File: config.mk
export PLATFORM = sky130hd
export DESIGN_NAME = csa_share_sched
export DESIGN_NICKNAME = d
export VERILOG_FILES = /design/src/rtl/csa_share_sched.sv
export SDC_FILE = /design/constraint.sdc
export NUM_CORES = 1
export LEC_CHECK = 0
export ABC_AREA = 1
export CAP_MARGIN = 5
export CORE_MARGIN = 2
export CORE_UTILIZATION = 40
export CTS_BUF_LIST = sky130_fd_sc_hd__clkbuf_16
export CTS_CLUSTER_SIZE = 14
export DETAILED_ROUTE_END_ITERATION = 6
export GPL_TIMING_DRIVEN = 0
export MAX_ROUTING_LAYER = met4
export PLACE_DENSITY = 0.66
export SLEW_MARGIN = 20
export SYNTH_ARGS = -nofsm -noshare
export SYNTH_HDL_FRONTEND = slang
export SYNTH_SLANG_ARGS = --single-unit
File: constraint.sdc
create_clock -name clk -period 4.3 [get_ports clk]
set_input_delay 1.075 -clock clk [delete_from_list [all_inputs] [get_ports clk]]
set_output_delay 1.075 -clock clk [all_outputs]
set_load 0.01 [all_outputs]
File: src/rtl/csa_share_sched.sv
// csa_share_sched: round-robin sharing of one 4-bit carry-skip adder slice
// between two requesters, summing WIDTH-bit operands one nibble per cycle.
module csa4 (
  input  logic [3:0] a,
  input  logic [3:0] b,
  input  logic       cin,
  output logic [3:0] s,
  output logic       cout
);
  logic [4:0] c;
  always_comb begin
    c[0] = cin;
    for (int i = 0; i < 4; i++) begin
      s[i]     = a[i] ^ b[i] ^ c[i];
      c[i+1]   = (a[i] & b[i]) | ((a[i] ^ b[i]) & c[i]);
    end
    // all-propagate nibble lets cin bypass the ripple chain
    cout = &(a ^ b) ? cin : c[4];
  end
endmodule

module csa_share_sched #(
  parameter int WIDTH = 16
) (
  input  logic             clk,
  input  logic             rst_n,
  input  logic             req0_valid,
  output logic             req0_ready,
  input  logic [WIDTH-1:0] req0_a,
  input  logic [WIDTH-1:0] req0_b,
  input  logic             req0_cin,
  input  logic             req1_valid,
  output logic             req1_ready,
  input  logic [WIDTH-1:0] req1_a,
  input  logic [WIDTH-1:0] req1_b,
  input  logic             req1_cin,
  output logic             rsp_valid,
  input  logic             rsp_ready,
  output logic             rsp_id,
  output logic [WIDTH-1:0] rsp_sum,
  output logic             rsp_cout,
  output logic             busy
);
  localparam int NIB = WIDTH / 4;
  localparam int KW  = NIB > 1 ? $clog2(NIB) : 1;

  typedef enum logic [1:0] {IDLE, ADD, RESP} state_t;

  state_t           state_q, state_d;
  logic [KW-1:0]    k_q, k_d;
  logic [WIDTH-1:0] a_q, a_d, b_q, b_d, sum_q, sum_d;
  logic             cin_q, cin_d, id_q, id_d, carry_q, carry_d, prio_q, prio_d;
  logic             g1, ad_cin, ad_c;
  logic [3:0]       ad_s;

  assign ad_cin = k_q == '0 ? cin_q : carry_q;

  csa4 u_csa (.a(a_q[4*k_q +: 4]), .b(b_q[4*k_q +: 4]), .cin(ad_cin), .s(ad_s), .cout(ad_c));

  always_comb begin
    state_d    = state_q;
    k_d        = k_q;
    a_d        = a_q;
    b_d        = b_q;
    cin_d      = cin_q;
    id_d       = id_q;
    sum_d      = sum_q;
    carry_d    = carry_q;
    prio_d     = prio_q;
    g1         = req1_valid && (!req0_valid || prio_q);
    req0_ready = state_q == IDLE && req0_valid && !g1;
    req1_ready = state_q == IDLE && g1;
    case (state_q)
      IDLE: if (req0_ready || req1_ready) begin
        a_d     = g1 ? req1_a : req0_a;
        b_d     = g1 ? req1_b : req0_b;
        cin_d   = g1 ? req1_cin : req0_cin;
        id_d    = g1;
        k_d     = '0;
        state_d = ADD;
      end
      ADD: begin
        sum_d[4*k_q +: 4] = ad_s;
        carry_d           = ad_c;
        k_d               = k_q + 1'b1;
        if (k_q == KW'(NIB - 1)) begin
          k_d     = '0;
          state_d = RESP;
        end
      end
      RESP: if (rsp_ready) begin
        state_d = IDLE;
        prio_d  = !id_q;
      end
      default: state_d = IDLE;
    endcase
  end

  always_ff @(posedge clk or negedge rst_n) begin
    if (!rst_n) begin
      state_q <= IDLE;
      k_q     <= '0;
      a_q     <= '0;
      b_q     <= '0;
      cin_q   <= 1'b0;
      id_q    <= 1'b0;
      sum_q   <= '0;
      carry_q <= 1'b0;
      prio_q  <= 1'b0;
    end else begin
      state_q <= state_d;
      k_q     <= k_d;
      a_q     <= a_d;
      b_q     <= b_d;
      cin_q   <= cin_d;
      id_q    <= id_d;
      sum_q   <= sum_d;
      carry_q <= carry_d;
      prio_q  <= prio_d;
    end
  end

  assign rsp_valid = state_q == RESP;
  assign busy      = state_q != IDLE;
  assign rsp_sum   = sum_q;
  assign rsp_cout  = carry_q;
  assign rsp_id    = id_q;
endmodule

==> results of run 1 <==
[cells by family after synthesis]
| kind of cell | count (synthesis) | synth area share, % |
|---|---|---|
| simple gates | 296 | 37.0 |
| flops | 56 | 42.2 |
| fa+ha+maj | 14 | 6.18 |
| buf+inv | 58 | 7.84 |
| compound gates | 40 | 6.74 |
[power breakdown]
part / switching [mW] / leakage [nW] / total, mW / internal (mW)
registers: 0.130 / 0.719 / 0.879 / 0.750
clock network: 0.191 / 0.0804 / 0.468 / 0.277
logic: 1.07 / 1.50 / 1.75 / 0.683
[synthesized netlist by cell type (all sizes together)]
master,instances
o21bai,1
fa,4
clkbuf,5
nand2,187
nor2,23
o211ai,7
inv,31
buf,22
nand3,81
o21ai,28
dfrtp,56
ha,10
a21oi,1
o22ai,3
nand4,1
nor3,4
[final cells by class]
class | count | area [µm²]
inverter | 31 | 116
clock inverter | 3 | 46.3
clock buffer | 5 | 125
buffer | 27 | 144
timing repair buffer | 91 | 908
tap | 105 | 131
sequential | 56 | 1400
multi-input combinational | 350 | 1660
fill | 788 | 3600
[flip-flops by register name, indices dropped and copies added (netlist names)]
name      flops
a_q          16
b_q          16
rsp_sum      16
k_q           2
state_q       2
cin_q         1
prio_q        1
rsp_cout      1
rsp_id        1
[worst max-delay path, stage by stage]
cell and delay, ns:
clkdlybuf4s50_1 0.49, nand2_1 0.09, buf_2 0.21, buf_2 0.21
a21oi_1 0.13, clkdlybuf4s50_1 0.55
[worst max path at each step]
stage | start | to | slack, ns | depth (start not counted)
after global placement | rst_n | a_q[2] | 0.43 | 1
after CTS | req0_valid | req0_ready | 0.46 | 6
after floorplan | k_q[1] | rsp_sum[7] | 1.01 | 16
final | req0_valid | req0_ready | 0.47 | 6
after detailed placement | req0_valid | req0_ready | 0.45 | 6
after global routing | k_q[1] | rsp_sum[7] | 0.25 | 16
[layer usage]
layer  global-route usage, %  vias up  share of wire, %
met2                    35.6       72                50
met1                    25.9     1487                46
li1                        -     1681                 -
met4                    3.99        0              0.92
met3                    3.00        7               3.8
met5                       -        -                 0
==> results.yml, run 1 <==
synthesis:
  yosysTopAreaCell: "dfrtp_1"
  avgSynthCellArea_um2: 7.16
  netlist_instances: 464
  synth_seq_cells: 56
  synth_nets: 549
  netlist.area_leader.share_pct: 42.2
  synth.area.top_cells: "dfrtp_1, nand2_1, nand3_1, o21ai_0, ha_1"
  synth.distinct_cells: 22
  ys_seq_area_share_pct: 42.2
  synth_warnings: 0
  syn-cell-area_um2: 3320
detailed_routing:
  drt_iter0_markers: 147
  wire_per_inst_um: 12.7
  route.detailed.drc: 0
  wl_mm: 8.51
  vias: 3247
  drtPass1Iterations: 4
  final_antenna_net_count: 0
  vias_per_cell: 4.86
run_status:
  outcome: "completed"
pwr:
  pwr_density_cell_nw_per_um2: 683
  cellLeakagePower_nw: 2.30
  total_power_mw: 3.10
  vdd_drop_max_mv: 0.264
sta:
  skew_ns: 0.00686
  worst_pin_slew_ns: 0.693
  fin_ws_ns: 0.472
  hold_viol_final: 0
  rsz0062_at_grt: "no"
  fin_crit_ns: 3.83
  slew_violations: 0
  setup_violations: 0
  relSlewSlack_pct: 53.8
  fmax_mhz: 261
  hold_slack_ns: 0.485
  tns_ns: 0
  post-route-period-util_pct: 89.0
setup_path:
  r2r_cells: 16
  arrival_ns: 2.75
  end_kind: "output port"
  cp_max_fo: 10
  start_kind: "input pin"
  worst_ep_required_time_ns: 3.22
  r2r_end: "rsp_sum[7]"
  r2r_slack_ns: 0.52
  rr_startpoint: "k_q[1]"
  critPathKind: "in2out"
cells_and_area:
  mostFrequentLayoutCell: "nand2_1"
  fin_area_um2: 4530
  fin_util_pct: 55.7
  synthToLayoutAreaGrowth_pct: 36.5
  final_cell_mix: "nand2_1, clkdlybuf4s50_1, nand3_1, dfrtp_1, inv_1"
  final_cells: 668
  drive_gt1_share_pct: 5.51
  antennaDiodeCount: 0
  fin_nets: 647
clock_tree:
  postCtsSetupBuffers: 0
  clock_latency_ns: 0.29
  clock_path_buffers: 2
  ctsHoldBuffers: 0
  h-tree-depth: 2
  cts_sinks: 56
  cts_tree: "built"
  clk_pin_slew_ns: 0.07
  post_cts_resize_count: 0
  cts_root_buf: "clkbuf_16"
  cts_buffers: 5
min_path:
  hold_end: "rsp_sum[10]"
  holdPathStages: 2
  min_from: "rsp_sum[10]"
  hp-class: "reg2reg"
job:
  maxCapViolations: 0
grt:
  antenna_found_initial: 0
  grt_overflow: 0
  track_usage_pct: 20.6
  grt_pass1_vias: 3090
  grt_max_degree: 57
  grt_first_pass_wirelength_mm: 14.3
place:
  gp_congestion: 0.868
  hpwlAfterDp_mm: 6.60
  numPlacedInstances: 660
  placed_area_um2: 4360
  io_buffer_count: 91
  dp_slack_ns: 0.455
die:
  dieHeight_um: 95.1
  rows: 33
  die_width_um: 95.1
  dieArea_um2: 9050
  core_region_area_um2: 8130
  ioPinCount: 93
  initial_utilization_pct: 40.8
(Power assumes the default switching activity.)
==> run 2: changes to the inputs <==
--- a/config.mk
+++ b/config.mk
@@ -14,7 +14,7 @@
 export DETAILED_ROUTE_END_ITERATION = 6
 export GPL_TIMING_DRIVEN = 0
 export MAX_ROUTING_LAYER = met4
-export PLACE_DENSITY = 0.66
+export PLACE_DENSITY = 0.81
 export SLEW_MARGIN = 20
 export SYNTH_ARGS = -nofsm -noshare
 export SYNTH_HDL_FRONTEND = slang
==> run 2 against run 1 <==
Setup slack lost 0.023 ns; combinational power about the same; wire length shrank 1.2%; sequential power is 0.8% higher; register-to-register slack lost 0.04 ns.
==> results.yml, run 2 (synthesis results as in run 1) <==
detailed_routing:
  drt_iter0_markers: 191
  vias: 3326
  route.detailed.drc: 0
  vias_per_cell: 4.98
  wl_mm: 8.40
  final_antenna_net_count: 0
  wire_per_inst_um: 12.6
  drtPass1Iterations: 4
cells_and_area:
  synthToLayoutAreaGrowth_pct: 36.2
  fin_area_um2: 4520
  final_cell_mix: "nand2_1, clkdlybuf4s50_1, nand3_1, dfrtp_1, inv_1"
  seqCellArea_um2: 1400
  antennaDiodeCount: 0
  fillers: 738
  fin_nets: 647
  multiInputGateArea_um2: 1660
  mostFrequentLayoutCell: "nand2_1"
  drive_gt1_share_pct: 5.33
setup_path:
  start_kind: "input pin"
  cp_max_fo: 10
  crit_chain: "clkdlybuf4s50_1, nand2_1, buf_2, buf_2, a21oi_1, clkdlybuf4s50_1"
  cpPeakStageDelay_ns: 0.56
  path_delay_family: "buffers and inverters"
  worst_ep_required_time_ns: 3.22
  critPathBufInv: 4
  end_kind: "output port"
  arrival_ns: 2.78
  slowest_stage: "clkdlybuf4s50_1"
  critPathKind: "in2out"
sta:
  fin_crit_ns: 3.85
  worst_pin_slew_ns: 0.680
  tns_ns: 0
  hold_slack_ns: 0.487
  rsz0062_at_grt: "no"
  fin_ws_ns: 0.449
  hold_viol_final: 0
  post-route-period-util_pct: 89.6
  fmax_mhz: 260
  skew_ns: 0.00531
  relSlewSlack_pct: 54.7
  setup_violations: 0
  slew_violations: 0
pwr:
  p_seq_share_pct: 28.8
  p_int_mw: 1.71
  p_sw_mw: 1.37
  pwr-share-clk_pct: 14.4
  switching_share_pct: 44.6
  total_power_mw: 3.08
  cellLeakagePower_nw: 2.31
  p_comb_share_pct: 56.8
  pwr_density_cell_nw_per_um2: 680
  vdd_drop_max_mv: 0.286
job:
  maxCapViolations: 0
clock_tree:
  clk_pin_slew_ns: 0.07
  ctsHoldBuffers: 0
  postCtsSetupBuffers: 0
  cts_root_buf: "clkbuf_16"
  clock_path_buffers: 2
  h-tree-depth: 2
  post_cts_resize_count: 0
  cts_sinks: 56
  cts_buffers: 5
  clock_latency_ns: 0.29
  cts_tree: "built"
die:
  dieArea_um2: 9050
  die_width_um: 95.1
  dieHeight_um: 95.1
  core_region_area_um2: 8130
  initial_utilization_pct: 40.8
  ioPinCount: 93
  rows: 33
place:
  dp_slack_ns: 0.442
  hpwlAfterDp_mm: 6.54
  io_buffer_count: 91
  gp_congestion: 0.900
  placed_area_um2: 4360
grt:
  track_usage_pct: 20.4
  grt_overflow: 0
  antenna_found_initial: 0
  grt_pass1_vias: 3205
  grt_first_pass_wirelength_mm: 14.4
  grt_max_degree: 57
run_status:
  outcome: "completed"
min_path:
  hp-class: "reg2reg"
## run 2: changes by cell type in the layout (fill, tap and decap cells not counted)
cell and change:
clkinv_2 +1, clkinvlp_4 -1, inv_1 +1, inv_6 -1
## run 2: final timing paths
check,endpoint,cells past startpoint,slack [ns],startpoint
max in group asynchronous,b_q[7],1,3.02,rst_n
min,rsp_sum[5],2,0.49,rsp_sum[5]
min in group asynchronous,rsp_sum[12],1,0.83,rst_n
max,req0_ready,6,0.45,req0_valid
max reg2reg,rsp_sum[15],16,0.48,k_q[1]
min reg2reg,rsp_sum[5],2,0.49,rsp_sum[5]
## run 2: final cells by class
cell class,instances,area share [%]
Clock inverter,3,0.857
Clock buffer,5,2.77
Buffer,27,3.18
Multi-Input combinational cell,350,36.7
Inverter,31,2.57
Tap cell,105,2.90
Timing Repair Buffer,91,20.1
Sequential cell,56,31.0
## run 2: worst min-delay path: stages, from the launching register on
cell and delay, ns:
dfrtp_1 0.35, nand2_1 0.05, o21ai_0 0.06
## run 2: stage by stage
stage	util [%]	cells
6_report	55.6	668
5_1_grt	55.6	668
4_1_cts	55.6	668
3_5_place_dp	53.6	660
3_3_place_gp	53.6	660
2_1_floorplan	-	464
## run 2: power by group through the flow
| stage | combinational [mW] | clock (mW) | sequential (mW) |
|---|---|---|---|
| 4_1_cts | 1.75 | 0.453 | 0.885 |
| 6_report | 1.75 | 0.444 | 0.886 |
| 5_1_grt | 2.01 | 0.479 | 0.911 |
| 2_1_floorplan | 1.18 | 0 | 0.879 |
| 3_3_place_gp | 1.67 | 0 | 0.882 |
| 3_5_place_dp | 1.74 | 0 | 0.894 |
## run 2: routing by layer
metal / track usage, % / up-vias / part of all wire [%]
met3: 2.29 / 8 / 5.8
met4: 4.47 / 0 / 0.90
met1: 25.2 / 1536 / 42
li1: - / 1677 / -
met2: 36.0 / 105 / 51
met5: - / - / 0
